### config.mk
export PLATFORM = sky130hd
export DESIGN_NAME = l2c_xin_flat
export DESIGN_NICKNAME = d
export VERILOG_FILES = /design/src/rtl/l2c_xin_pkg.sv /design/src/rtl/l2c_xin_if.sv /design/src/rtl/l2c_xin_fifo.sv /design/src/rtl/l2c_xin.sv /design/src/flat_wrapper.sv
export SDC_FILE = /design/constraint.sdc
export NUM_CORES = 1
export LEC_CHECK = 0
export ABC_AREA = 0
export CAP_MARGIN = 20
export CORE_UTILIZATION = 47
export DETAILED_ROUTE_END_ITERATION = 6
export HOLD_SLACK_MARGIN = 0.06
export PLACE_DENSITY_LB_ADDON = 0.3
export SLEW_MARGIN = 20
export SYNTH_ARGS = -nofsm -noshare
export SYNTH_HDL_FRONTEND = slang
export SYNTH_SLANG_ARGS = --single-unit
export TNS_END_PERCENT = 100
### constraint.sdc
create_clock -name clk -period 3.2 [get_ports clk]
set_clock_uncertainty 0.05 [all_clocks]
set_input_delay 0.64 -clock clk [delete_from_list [all_inputs] [get_ports clk]]
set_output_delay 0.64 -clock clk [all_outputs]
set_load 0.02 [all_outputs]
### src/rtl/l2c_xin_pkg.sv
// rtl/l2c_xin_pkg.sv - XU command codes, field widths and packet type for the inbound receiver
package l2c_xin_pkg;

    localparam int XU_L2C_CMD_W   = 2;
    localparam int CORE_ADDR_W    = 32;
    localparam int CORE_UID_W     = 8;
    localparam int CPU_TILE_ID_W  = 4;
    localparam int CORE_DATA_W    = 32;
    localparam int CORE_DATA_BE_W = CORE_DATA_W / 8;

    localparam logic [XU_L2C_CMD_W-1:0] XU_L2C_CMD_NO  = 2'd0;
    localparam logic [XU_L2C_CMD_W-1:0] XU_L2C_CMD_RD  = 2'd1;
    localparam logic [XU_L2C_CMD_W-1:0] XU_L2C_CMD_WR  = 2'd2;
    localparam logic [XU_L2C_CMD_W-1:0] XU_L2C_CMD_FWD = 2'd3;

    typedef struct packed {
        logic [XU_L2C_CMD_W-1:0]   cmd;
        logic [CORE_ADDR_W-1:0]    addr;
        logic [CORE_UID_W-1:0]     uid;
        logic [CPU_TILE_ID_W-1:0]  src;
        logic [CORE_DATA_BE_W-1:0] data_be;
        logic [CORE_DATA_W-1:0]    data;
    } xin_pkt_t;

    function automatic logic cmd_legal(input logic [XU_L2C_CMD_W-1:0] cmd);
        return (cmd == XU_L2C_CMD_RD) || (cmd == XU_L2C_CMD_WR) || (cmd == XU_L2C_CMD_FWD);
    endfunction

endpackage

### src/rtl/l2c_xin_if.sv
// rtl/l2c_xin_if.sv - req/ack packet port shared by the XU input and the L2C/cbus outputs
interface l2c_xin_if;
    import l2c_xin_pkg::*;

    logic                      req;
    logic                      ack;
    logic [XU_L2C_CMD_W-1:0]   cmd;
    logic [CORE_ADDR_W-1:0]    addr;
    logic [CORE_UID_W-1:0]     uid;
    logic [CPU_TILE_ID_W-1:0]  src;
    logic [CORE_DATA_BE_W-1:0] data_be;
    logic [CORE_DATA_W-1:0]    data;

    modport master (output req, cmd, addr, uid, src, data_be, data, input ack);
    modport slave  (input req, cmd, addr, uid, src, data_be, data, output ack);

endinterface

### src/rtl/l2c_xin_fifo.sv
// rtl/l2c_xin_fifo.sv - generic power-of-two FIFO with occupancy count and full/empty flags
module l2c_xin_fifo #(
    parameter int WIDTH = 8,
    parameter int DEPTH = 4
) (
    input  logic                     clk,
    input  logic                     rst,
    input  logic                     push,
    input  logic [WIDTH-1:0]         wdata,
    input  logic                     pop,
    output logic [WIDTH-1:0]         rdata,
    output logic                     full,
    output logic                     empty,
    output logic [$clog2(DEPTH):0]   count
);
    localparam int AW = $clog2(DEPTH);
    localparam logic [AW-1:0] PTR_ONE  = 1;
    localparam logic [AW:0]   CNT_ONE  = 1;
    localparam logic [AW:0]   CNT_FULL = DEPTH[AW:0];

    logic [WIDTH-1:0] mem [DEPTH];
    logic [AW-1:0]    wr_ptr;
    logic [AW-1:0]    rd_ptr;

    assign full  = (count == CNT_FULL);
    assign empty = (count == '0);
    assign rdata = mem[rd_ptr];

    // Pointers wrap naturally because DEPTH is a power of two.
    always_ff @(posedge clk or posedge rst) begin
        if (rst) begin
            wr_ptr <= '0;
            rd_ptr <= '0;
            count  <= '0;
        end else begin
            if (push) wr_ptr <= wr_ptr + PTR_ONE;
            if (pop)  rd_ptr <= rd_ptr + PTR_ONE;
            case ({push, pop})
                2'b10:   count <= count + CNT_ONE;
                2'b01:   count <= count - CNT_ONE;
                default: count <= count;
            endcase
        end
    end

    always_ff @(posedge clk) begin
        if (push) mem[wr_ptr] <= wdata;
    end

endmodule

### src/rtl/l2c_xin.sv
// rtl/l2c_xin.sv - XU inbound receiver: buffers packets and steers the head to L2C or cbus
// Optional illegal-command discard enabled by defining L2C_XIN_CMD_CHECK_EN.
module l2c_xin
    import l2c_xin_pkg::*;
#(
    parameter int DEPTH = 4
) (
    input  logic                   clk,
    input  logic                   rst,
    l2c_xin_if.slave               xu,
    l2c_xin_if.master              l2c,
    l2c_xin_if.master              cbus,
    output logic                   cmd_err,
    output logic [$clog2(DEPTH):0] count
);
    localparam xin_pkt_t IDLE_PKT = '{cmd: XU_L2C_CMD_NO, default: '0};

    xin_pkt_t wr_pkt;
    xin_pkt_t head;
    xin_pkt_t l2c_pkt;
    xin_pkt_t cbus_pkt;
    logic     full;
    logic     empty;
    logic     accept;
    logic     pop;
    logic     to_l2c;
    logic     to_cbus;
    logic     discard;

    assign wr_pkt = '{cmd: xu.cmd, addr: xu.addr, uid: xu.uid, src: xu.src,
                      data_be: xu.data_be, data: xu.data};

    // full is taken before any same-cycle pop, so a full FIFO never passes through.
    assign accept = xu.req & ~full;
    assign xu.ack = accept;

`ifdef L2C_XIN_CMD_CHECK_EN
    assign to_cbus = ~empty & (head.cmd == XU_L2C_CMD_FWD);
    assign to_l2c  = ~empty & ((head.cmd == XU_L2C_CMD_RD) | (head.cmd == XU_L2C_CMD_WR));
    assign discard = ~empty & ~cmd_legal(head.cmd);
    assign cmd_err = discard;
`else
    assign to_cbus = ~empty & (head.cmd == XU_L2C_CMD_FWD);
    assign to_l2c  = ~empty & (head.cmd != XU_L2C_CMD_FWD);
    assign discard = 1'b0;
    assign cmd_err = 1'b0;
`endif

    assign pop = (to_l2c & l2c.ack) | (to_cbus & cbus.ack) | discard;

    l2c_xin_fifo #(
        .WIDTH ($bits(xin_pkt_t)),
        .DEPTH (DEPTH)
    ) u_fifo (
        .clk   (clk),
        .rst   (rst),
        .push  (accept),
        .wdata (wr_pkt),
        .pop   (pop),
        .rdata (head),
        .full  (full),
        .empty (empty),
        .count (count)
    );

    assign l2c_pkt  = to_l2c  ? head : IDLE_PKT;
    assign cbus_pkt = to_cbus ? head : IDLE_PKT;

    assign l2c.req     = to_l2c;
    assign l2c.cmd     = l2c_pkt.cmd;
    assign l2c.addr    = l2c_pkt.addr;
    assign l2c.uid     = l2c_pkt.uid;
    assign l2c.src     = l2c_pkt.src;
    assign l2c.data_be = l2c_pkt.data_be;
    assign l2c.data    = l2c_pkt.data;

    assign cbus.req     = to_cbus;
    assign cbus.cmd     = cbus_pkt.cmd;
    assign cbus.addr    = cbus_pkt.addr;
    assign cbus.uid     = cbus_pkt.uid;
    assign cbus.src     = cbus_pkt.src;
    assign cbus.data_be = cbus_pkt.data_be;
    assign cbus.data    = cbus_pkt.data;

endmodule

### src/flat_wrapper.sv
// flat-port wrapper written by rule: the top's interface ports become plain ports
module l2c_xin_flat import l2c_xin_pkg::*;
#(
    parameter int DEPTH = 4
)
  (clk, rst, cmd_err, count, xu_req, xu_cmd, xu_addr, xu_uid, xu_src, xu_data_be, xu_data, xu_ack, l2c_req, l2c_cmd, l2c_addr, l2c_uid, l2c_src, l2c_data_be, l2c_data, l2c_ack, cbus_req, cbus_cmd, cbus_addr, cbus_uid, cbus_src, cbus_data_be, cbus_data, cbus_ack);
  l2c_xin_if xu_i ();
  l2c_xin_if l2c_i ();
  l2c_xin_if cbus_i ();
  input  logic clk;
  input  logic rst;
  output logic cmd_err;
  output logic [$clog2(DEPTH):0] count;
  input wire logic [$bits(xu_i.req)-1:0] xu_req;
  input wire logic [$bits(xu_i.cmd)-1:0] xu_cmd;
  input wire logic [$bits(xu_i.addr)-1:0] xu_addr;
  input wire logic [$bits(xu_i.uid)-1:0] xu_uid;
  input wire logic [$bits(xu_i.src)-1:0] xu_src;
  input wire logic [$bits(xu_i.data_be)-1:0] xu_data_be;
  input wire logic [$bits(xu_i.data)-1:0] xu_data;
  output wire logic [$bits(xu_i.ack)-1:0] xu_ack;
  output wire logic [$bits(l2c_i.req)-1:0] l2c_req;
  output wire logic [$bits(l2c_i.cmd)-1:0] l2c_cmd;
  output wire logic [$bits(l2c_i.addr)-1:0] l2c_addr;
  output wire logic [$bits(l2c_i.uid)-1:0] l2c_uid;
  output wire logic [$bits(l2c_i.src)-1:0] l2c_src;
  output wire logic [$bits(l2c_i.data_be)-1:0] l2c_data_be;
  output wire logic [$bits(l2c_i.data)-1:0] l2c_data;
  input wire logic [$bits(l2c_i.ack)-1:0] l2c_ack;
  output wire logic [$bits(cbus_i.req)-1:0] cbus_req;
  output wire logic [$bits(cbus_i.cmd)-1:0] cbus_cmd;
  output wire logic [$bits(cbus_i.addr)-1:0] cbus_addr;
  output wire logic [$bits(cbus_i.uid)-1:0] cbus_uid;
  output wire logic [$bits(cbus_i.src)-1:0] cbus_src;
  output wire logic [$bits(cbus_i.data_be)-1:0] cbus_data_be;
  output wire logic [$bits(cbus_i.data)-1:0] cbus_data;
  input wire logic [$bits(cbus_i.ack)-1:0] cbus_ack;
  assign xu_i.req = xu_req;
  assign xu_i.cmd = xu_cmd;
  assign xu_i.addr = xu_addr;
  assign xu_i.uid = xu_uid;
  assign xu_i.src = xu_src;
  assign xu_i.data_be = xu_data_be;
  assign xu_i.data = xu_data;
  assign xu_ack = xu_i.ack;
  assign l2c_req = l2c_i.req;
  assign l2c_cmd = l2c_i.cmd;
  assign l2c_addr = l2c_i.addr;
  assign l2c_uid = l2c_i.uid;
  assign l2c_src = l2c_i.src;
  assign l2c_data_be = l2c_i.data_be;
  assign l2c_data = l2c_i.data;
  assign l2c_i.ack = l2c_ack;
  assign cbus_req = cbus_i.req;
  assign cbus_cmd = cbus_i.cmd;
  assign cbus_addr = cbus_i.addr;
  assign cbus_uid = cbus_i.uid;
  assign cbus_src = cbus_i.src;
  assign cbus_data_be = cbus_i.data_be;
  assign cbus_data = cbus_i.data;
  assign cbus_i.ack = cbus_ack;
  l2c_xin #(.DEPTH(DEPTH)) u_core (.clk(clk), .rst(rst), .xu(xu_i), .l2c(l2c_i), .cbus(cbus_i), .cmd_err(cmd_err), .count(count));
endmodule
After elaboration in Yosys (flattened, before gate mapping)
Memories as Yosys holds them, arrays and structs flattened.
Cells that the tools add are included.
Widths: inputs -> output; s select.
Word-level totals
  bits in registers: 7
  memory bits (writable): 328
  input port bits: 87
  memories kept: 1
Cells by class
  $add $sub $neg: 4
  equal/unequal tests: 5
  muxes and demuxes: 5
  bitwise gates (word level): 8
  reductions and logical operators: 2
Memory list
  u_core.u_fifo.mem: words 4, bits a word 82, read ports 1, clocked after memory_dff 0, wr ports 1, RTL line l2c_xin_fifo.sv:21  | logic [WIDTH-1:0] mem [DEPTH];
Operators by type and width (number)
  $mux 82: 2
  $pmux 3 s2: 1
  $and 1x1->1: 5
  $add 2x1->2 const B: 2
  $eq 2x2->1 const B: 2
  $add 3x1->3 const B: 1
  $eq 3x3->1 const B: 1
  $logic_not 3->1: 1
  $sub 3x1->3 const B: 1
  $eq 2x1->1 const B: 1
  $mux 1: 2
  $ne 2x2->1 const B: 1
  $not 1->1: 2
  $reduce_bool 2->1: 1
  $or 1x1->1: 1

Longest topological paths before layout
  depth after elaboration: 7
  gate-level depth with buffers: 10

Hierarchy
From an unflattened synthesis, not the netlist that was laid out.
Unflattened totals
  cell total of the unflattened synthesis: 746
  area, all modules: 13802.0 µm²
Modules (own cells, without submodules)
  l2c_xin_fifo: times used 1, cells each 465, area an instance 12233.0 µm², sequential area each 10024.6 µm²
  l2c_xin: times used 1, cells each 281, area an instance 1569.0 µm², sequential area each 0.0 µm²

Worst setup path before layout
No wires, ideal clock.
  path type: register -> register
  start: register u_core.u_fifo.count[1]
  end: memory u_core.u_fifo.mem[0][0] (netlist bit) (enable)
  setup time: 0.449 ns
  arrival: 3.330 ns
  required time: 2.701 ns
  slack: -0.630 ns
  stages on the path, launching flop included: 4
  buffers on the path: 0
  cells stage by stage: dfrtp_1 inv_1 a31oi_1 and2_1
On the way
  longest elaborated chain between the ends: 5
RTL lines
  start: declaration: RTL line l2c_xin_fifo.sv:14  | output logic [$clog2(DEPTH):0] count
  start signal: assignment: RTL line l2c_xin_fifo.sv:39  | 2'b10: count <= count + CNT_ONE;
  start signal: assignment: RTL line l2c_xin_fifo.sv:40  | 2'b01: count <= count - CNT_ONE;
  start signal: assignment: RTL line l2c_xin_fifo.sv:41  | default: count <= count;
  $eq 3x3->1: RTL line l2c_xin_fifo.sv:25  | assign full = (count == CNT_FULL);
  $not 1->1: RTL line l2c_xin.sv:34  | assign accept = xu.req & ~full;
  $and 1x1->1: RTL line l2c_xin.sv:34
  named net xu_ack: RTL line flat_wrapper.sv:21  | output wire logic [$bits(xu_i.ack)-1:0] xu_ack;
  $mux 1: RTL line l2c_xin_fifo.sv:47  | if (push) mem[wr_ptr] <= wdata;
  $mux 1 (implied by the code): RTL line l2c_xin_fifo.sv:47
  end: declaration: RTL line l2c_xin_fifo.sv:21
The timed path passes the listed nets, and every way through them passes these cells.

Worst setup path in the final report
  start: register u_core.u_fifo.rd_ptr[0]
  end: output cbus_cmd[1]
On the way
  longest elaborated chain between the ends: 4
RTL lines
  start: declaration: RTL line l2c_xin_fifo.sv:23  | logic [AW-1:0] rd_ptr;
  start signal: assignment: RTL line l2c_xin_fifo.sv:37  | if (pop) rd_ptr <= rd_ptr + PTR_ONE;
  $mem_v2 4x82 *
  $eq 2x2->1: RTL line l2c_xin.sv:43  | assign to_cbus = ~empty & (head.cmd == XU_L2C_CMD_FWD);
  $and 1x1->1: RTL line l2c_xin.sv:43
  $mux 82 *: RTL line l2c_xin.sv:67  | assign cbus_pkt = to_cbus ? head : IDLE_PKT;
  end: declaration: RTL line flat_wrapper.sv:31  | output wire logic [$bits(cbus_i.cmd)-1:0] cbus_cmd;
Every way passes the cells marked *; elsewhere a longest branch is shown, timed or not.

==> impl_summary.md <==
Setup path
At the worst endpoint, the required time is 2.51 ns. The maximum fanout count along the critical path is 4. The critical setup path kind is reg -> out. The worst setup path is launched from a flip-flop. The arrival time at the worst endpoint is 2.45 ns.

The capture instance of the worst register-to-register path is u_core.u_fifo.count[2]$_DFFE_PP0P_. The cell depth of the worst flop-to-flop path is 10. The worst setup path is captured at an output pin. The origin of the critical flop-to-flop path is u_core.u_fifo.rd_ptr[0]$_DFFE_PP0P_. For flop-to-flop paths, the worst setup slack is 0.49 ns.

Synthesis
The post-synthesis instance area is 13400 µm². The synthesized netlist devotes 0.410% of its cell area to compound gates. The Yosys step of the flow raised 0 warnings. In the synthesized netlist, mux cells make up 13.8% of the area. The most used flip-flop cell after synthesis is edfxtp_1.

In this run, synthesis produced a sequential element count of 335. Each instance of the synthesized netlist takes up on average 20.4 µm². The distinct cell type count of the synthesized netlist is 27. The portion of the post-synthesis area used by sequential elements is 74.7%. The combinational family with the most area after synthesis is multiplexers. The fraction of post-synthesis cell area in the top cell type by area is 73.4%. Synthesis produced 658 cells. The adder and majority cell fraction of the synthesized area is 0.615%. The post-synthesis simple-gate area fraction is 8.07%. The number of flops mapped to enable cells by yosys is 328. The share of flip-flops with an asynchronous set or reset after synthesis is 2.09%.

The net count after synthesis is 751. After synthesis, the cell types taking the most area are edfxtp_1, mux4_2, and2_1. The synthesized netlist devotes 0.392% of its cell area to XOR and XNOR gates. The largest total area in the synthesized netlist belongs to edfxtp_1.

Die
The total core area is 27900 µm². The die covers 29200 µm². Measured along the y axis, the die boundary spans 171 µm. The floorplan has 61 rows.

The I/O pin count is 258. The die is 171 µm wide. For this configuration, the core starts out at a cell density of 48.0%.

Power
The overall power consumption is 18.6 mW. The net load switching power is 6.72 mW. For this design the static power due to leakage is 6.19 nW. The peak supply drop is 686 µV. The design internal power is 11.9 mW. The sequential share of power is 32.3%.

The share of power burned in the clock network is 21.5%. Net switching is 36.2% of the power. The share of total power dissipated in combinational logic is 46.2%. The power density normalized to cell area is 1080 nW/µm².

Timing
The final count of pins violating max slew is 0. Setup violations remaining at the end of the flow were counted as 0. The number of endpoints with negative hold slack in the final report came to 0. For the pin with the worst max-slew slack, the measured transition is 0.510 ns. The fraction of the cycle the final worst path needs is 98.1%. The normalized max-slew margin is 66.0%. Setup repair after global routing could not meet its margin everywhere. The setup total negative slack is 0 ns. The worst setup margin is 0.0621 ns. The maximum operating frequency is 319 MHz. Counting I/O delays and the setup requirement, the final critical path takes 3.14 ns.

Placed design
In this run the tool buffered the top-level ports with 256 buffer cells. The HPWL after detailed placement is 16.6 mm. Once placement completed, the tool counted placed cells totaling 1275. The routability congestion estimate is 0.699. The placement-stage cell area is 16600 µm². The pre-CTS setup slack is 0.160 ns.

Detailed routing
The number of search-and-repair iterations in the first detailed-routing pass is 6. After detailed routing, the average wire length per cell comes to 20.2 µm. The number of nets still failing antenna checks after routing is 0.

The total vias in the final route is 6889. After detailed routing, the number of vias per cell comes to 5.11. The DRC violations left is 0. The wire length reported by the detailed router is 27.3 mm. The iteration-0 DRC count of the detailed router is 412.

Clock tree
TritonCTS built the clock tree. The later pin in the worst-skew pair is clocked with a latency of 0.50 ns. Buffers inserted to repair hold after CTS numbered 0. The clock transition at the registers of the reported paths is 0.06 ns. For this design, the sink count on the clock tree is 335. The number of buffers added by the clock tree synthesis step is 36. The root buffer cell chosen for the clock tree is clkbuf_16.

The number of H-tree levels is 2. The largest buffer count on any clock path is 3.

Final layout
The final cell area excluding filler cells is 17200 µm². The count of cells in the finished layout, fillers not included, comes to 1348. The fraction of layout instances using a drive strength above 1 is 34.3%.

The layout has 2071 filler cells. The area growth from synthesis to final layout is 27.9%. The number of nets in the layout is 1037.

Run status
The run finished with clean final reports.

Hold path
The class of the tightest hold or removal check is in -> async.

Job
The tool flagged a number of max-cap violations equal to 0.

GRT
The largest net degree at the start of global routing is 56. The leftover overflow at the end of global routing is 0. The number of antenna violations at the first check in global routing is 0.

The wire length of the first global-routing pass is 41.0 mm. The number of global-route vias before repair came to 7078. Global routing used 18.8% of the available tracks across all layers.
[cell type report]
class	instances	area [µm²]	area share, %
Timing Repair Buffer	285	2320	13.5
Antenna cell	1	2.50	0.0146
Inverter	8	30.0	0.175
Clock inverter	22	185	1.08
Clock buffer	41	971	5.66
Tap cell	378	473	2.76
Sequential cell	335	10000	58.5
Multi-Input combinational cell	278	3150	18.3
[cells by family (layout without fill, tap and decap cells)]
family | count (synthesis) | after routing
AO/OA/AOI/OAI | 6 | 6
multiplexers | 83 | 83
AND/OR/NAND/NOR | 176 | 176
other | 1 | 2
XOR/XNOR | 6 | 6
adder cells (fa/ha/maj) | 6 | 6
flip-flops | 335 | 335
buffers and inverters | 45 | 356
[synth_stat cells, types with 4 or more instances]
| master | count |
|---|---|
| edfxtp_1 | 328 |
| and2_1 | 164 |
| mux4_2 | 82 |
| buf_2 | 11 |
| buf_6 | 9 |
| clkbuf_1 | 9 |
| inv_1 | 8 |
| clkbuf_2 | 7 |
| dfrtp_1 | 7 |
| ha_1 | 5 |
| nand2_1 | 4 |
[critical path: stages, from the launching register on]
cell,delay (ns)
dfrtp_4,0.45
mux4_2,0.58
buf_4,0.17
and3_1,0.20
clkdlybuf4s50_1,0.56
[placed cells by master (no fill, tap or decap), drive strengths merged, types with 3 or more instances in the layout]
cell,instances
and2,164
and3,3
buf,166
bufinv,3
clkbuf,48
clkdlybuf4s15,17
clkdlybuf4s50,91
clkinv,17
dfrtp,7
dlygate4sd2,3
edfxtp,328
ha,5
inv,8
mux4,82
nand2,4
nor2,3
xnor2,3
xor2,3
[per-stage QoR]
stage	util (%)	hold slack, ns
floorplan	-	0.393
global placement	59.3	0.479
detailed placement	59.3	0.493
CTS	62.6	0.350
global route	61.4	0.359
finish	61.4	0.352
[per-layer routing]
metal	track usage [%]	up-vias	wire length, µm
li1	-	3149	-
met1	24.2	3495	11100
met2	32.8	209	14000
met3	3.72	36	1650
met4	4.62	0	471
met5	0	-	0
[sequential cells by signal, indices dropped and copies added, names as in the netlist]
name                  flops
u_core.u_fifo.mem       328
u_core.u_fifo.wr_ptr      2
u_core.u_fifo.count       3
u_core.u_fifo.rd_ptr      2
[worst max-delay path by stage]
stage | end | slack [ns] | startpoint | depth (start not counted)
floorplan | u_core.u_fifo.mem[0][0]$_DFFE_PP_ | 0.23 | u_core.u_fifo.count[1]$_DFFE_PP0P_ | 3
global placement | l2c_addr[24] | 0.19 | u_core.u_fifo.rd_ptr[0]$_DFFE_PP0P_ | 5
detailed placement | l2c_addr[24] | 0.16 | u_core.u_fifo.rd_ptr[0]$_DFFE_PP0P_ | 5
CTS | l2c_addr[24] | -0.03 | u_core.u_fifo.rd_ptr[0]$_DFFE_PP0P_ | 5
global route | l2c_data[24] | -0.005 | u_core.u_fifo.rd_ptr[0]$_DFFE_PP0P_ | 6
finish | cbus_cmd[1] | 0.06 | u_core.u_fifo.rd_ptr[0]$_DFFE_PP0P_ | 4
[power groups by stage]
stage	clock network, mW	registers, mW	logic (mW)
6_report	4.00	6.00	8.59
3_3_place_gp	0	6.04	9.51
5_1_grt	4.22	6.07	9.27
2_1_floorplan	0	6.05	5.56
3_5_place_dp	0	6.09	9.62
4_1_cts	4.07	6.01	9.10
[repair_timing]
action                     4_1_cts  5_1_grt
cloned                           1        1
resized for setup              569       69
pin swaps                        1        1
buffers inserted                 6        1
setup endpoints to repair      162       81
No activity file was read; power rests on OpenSTA's default activity.
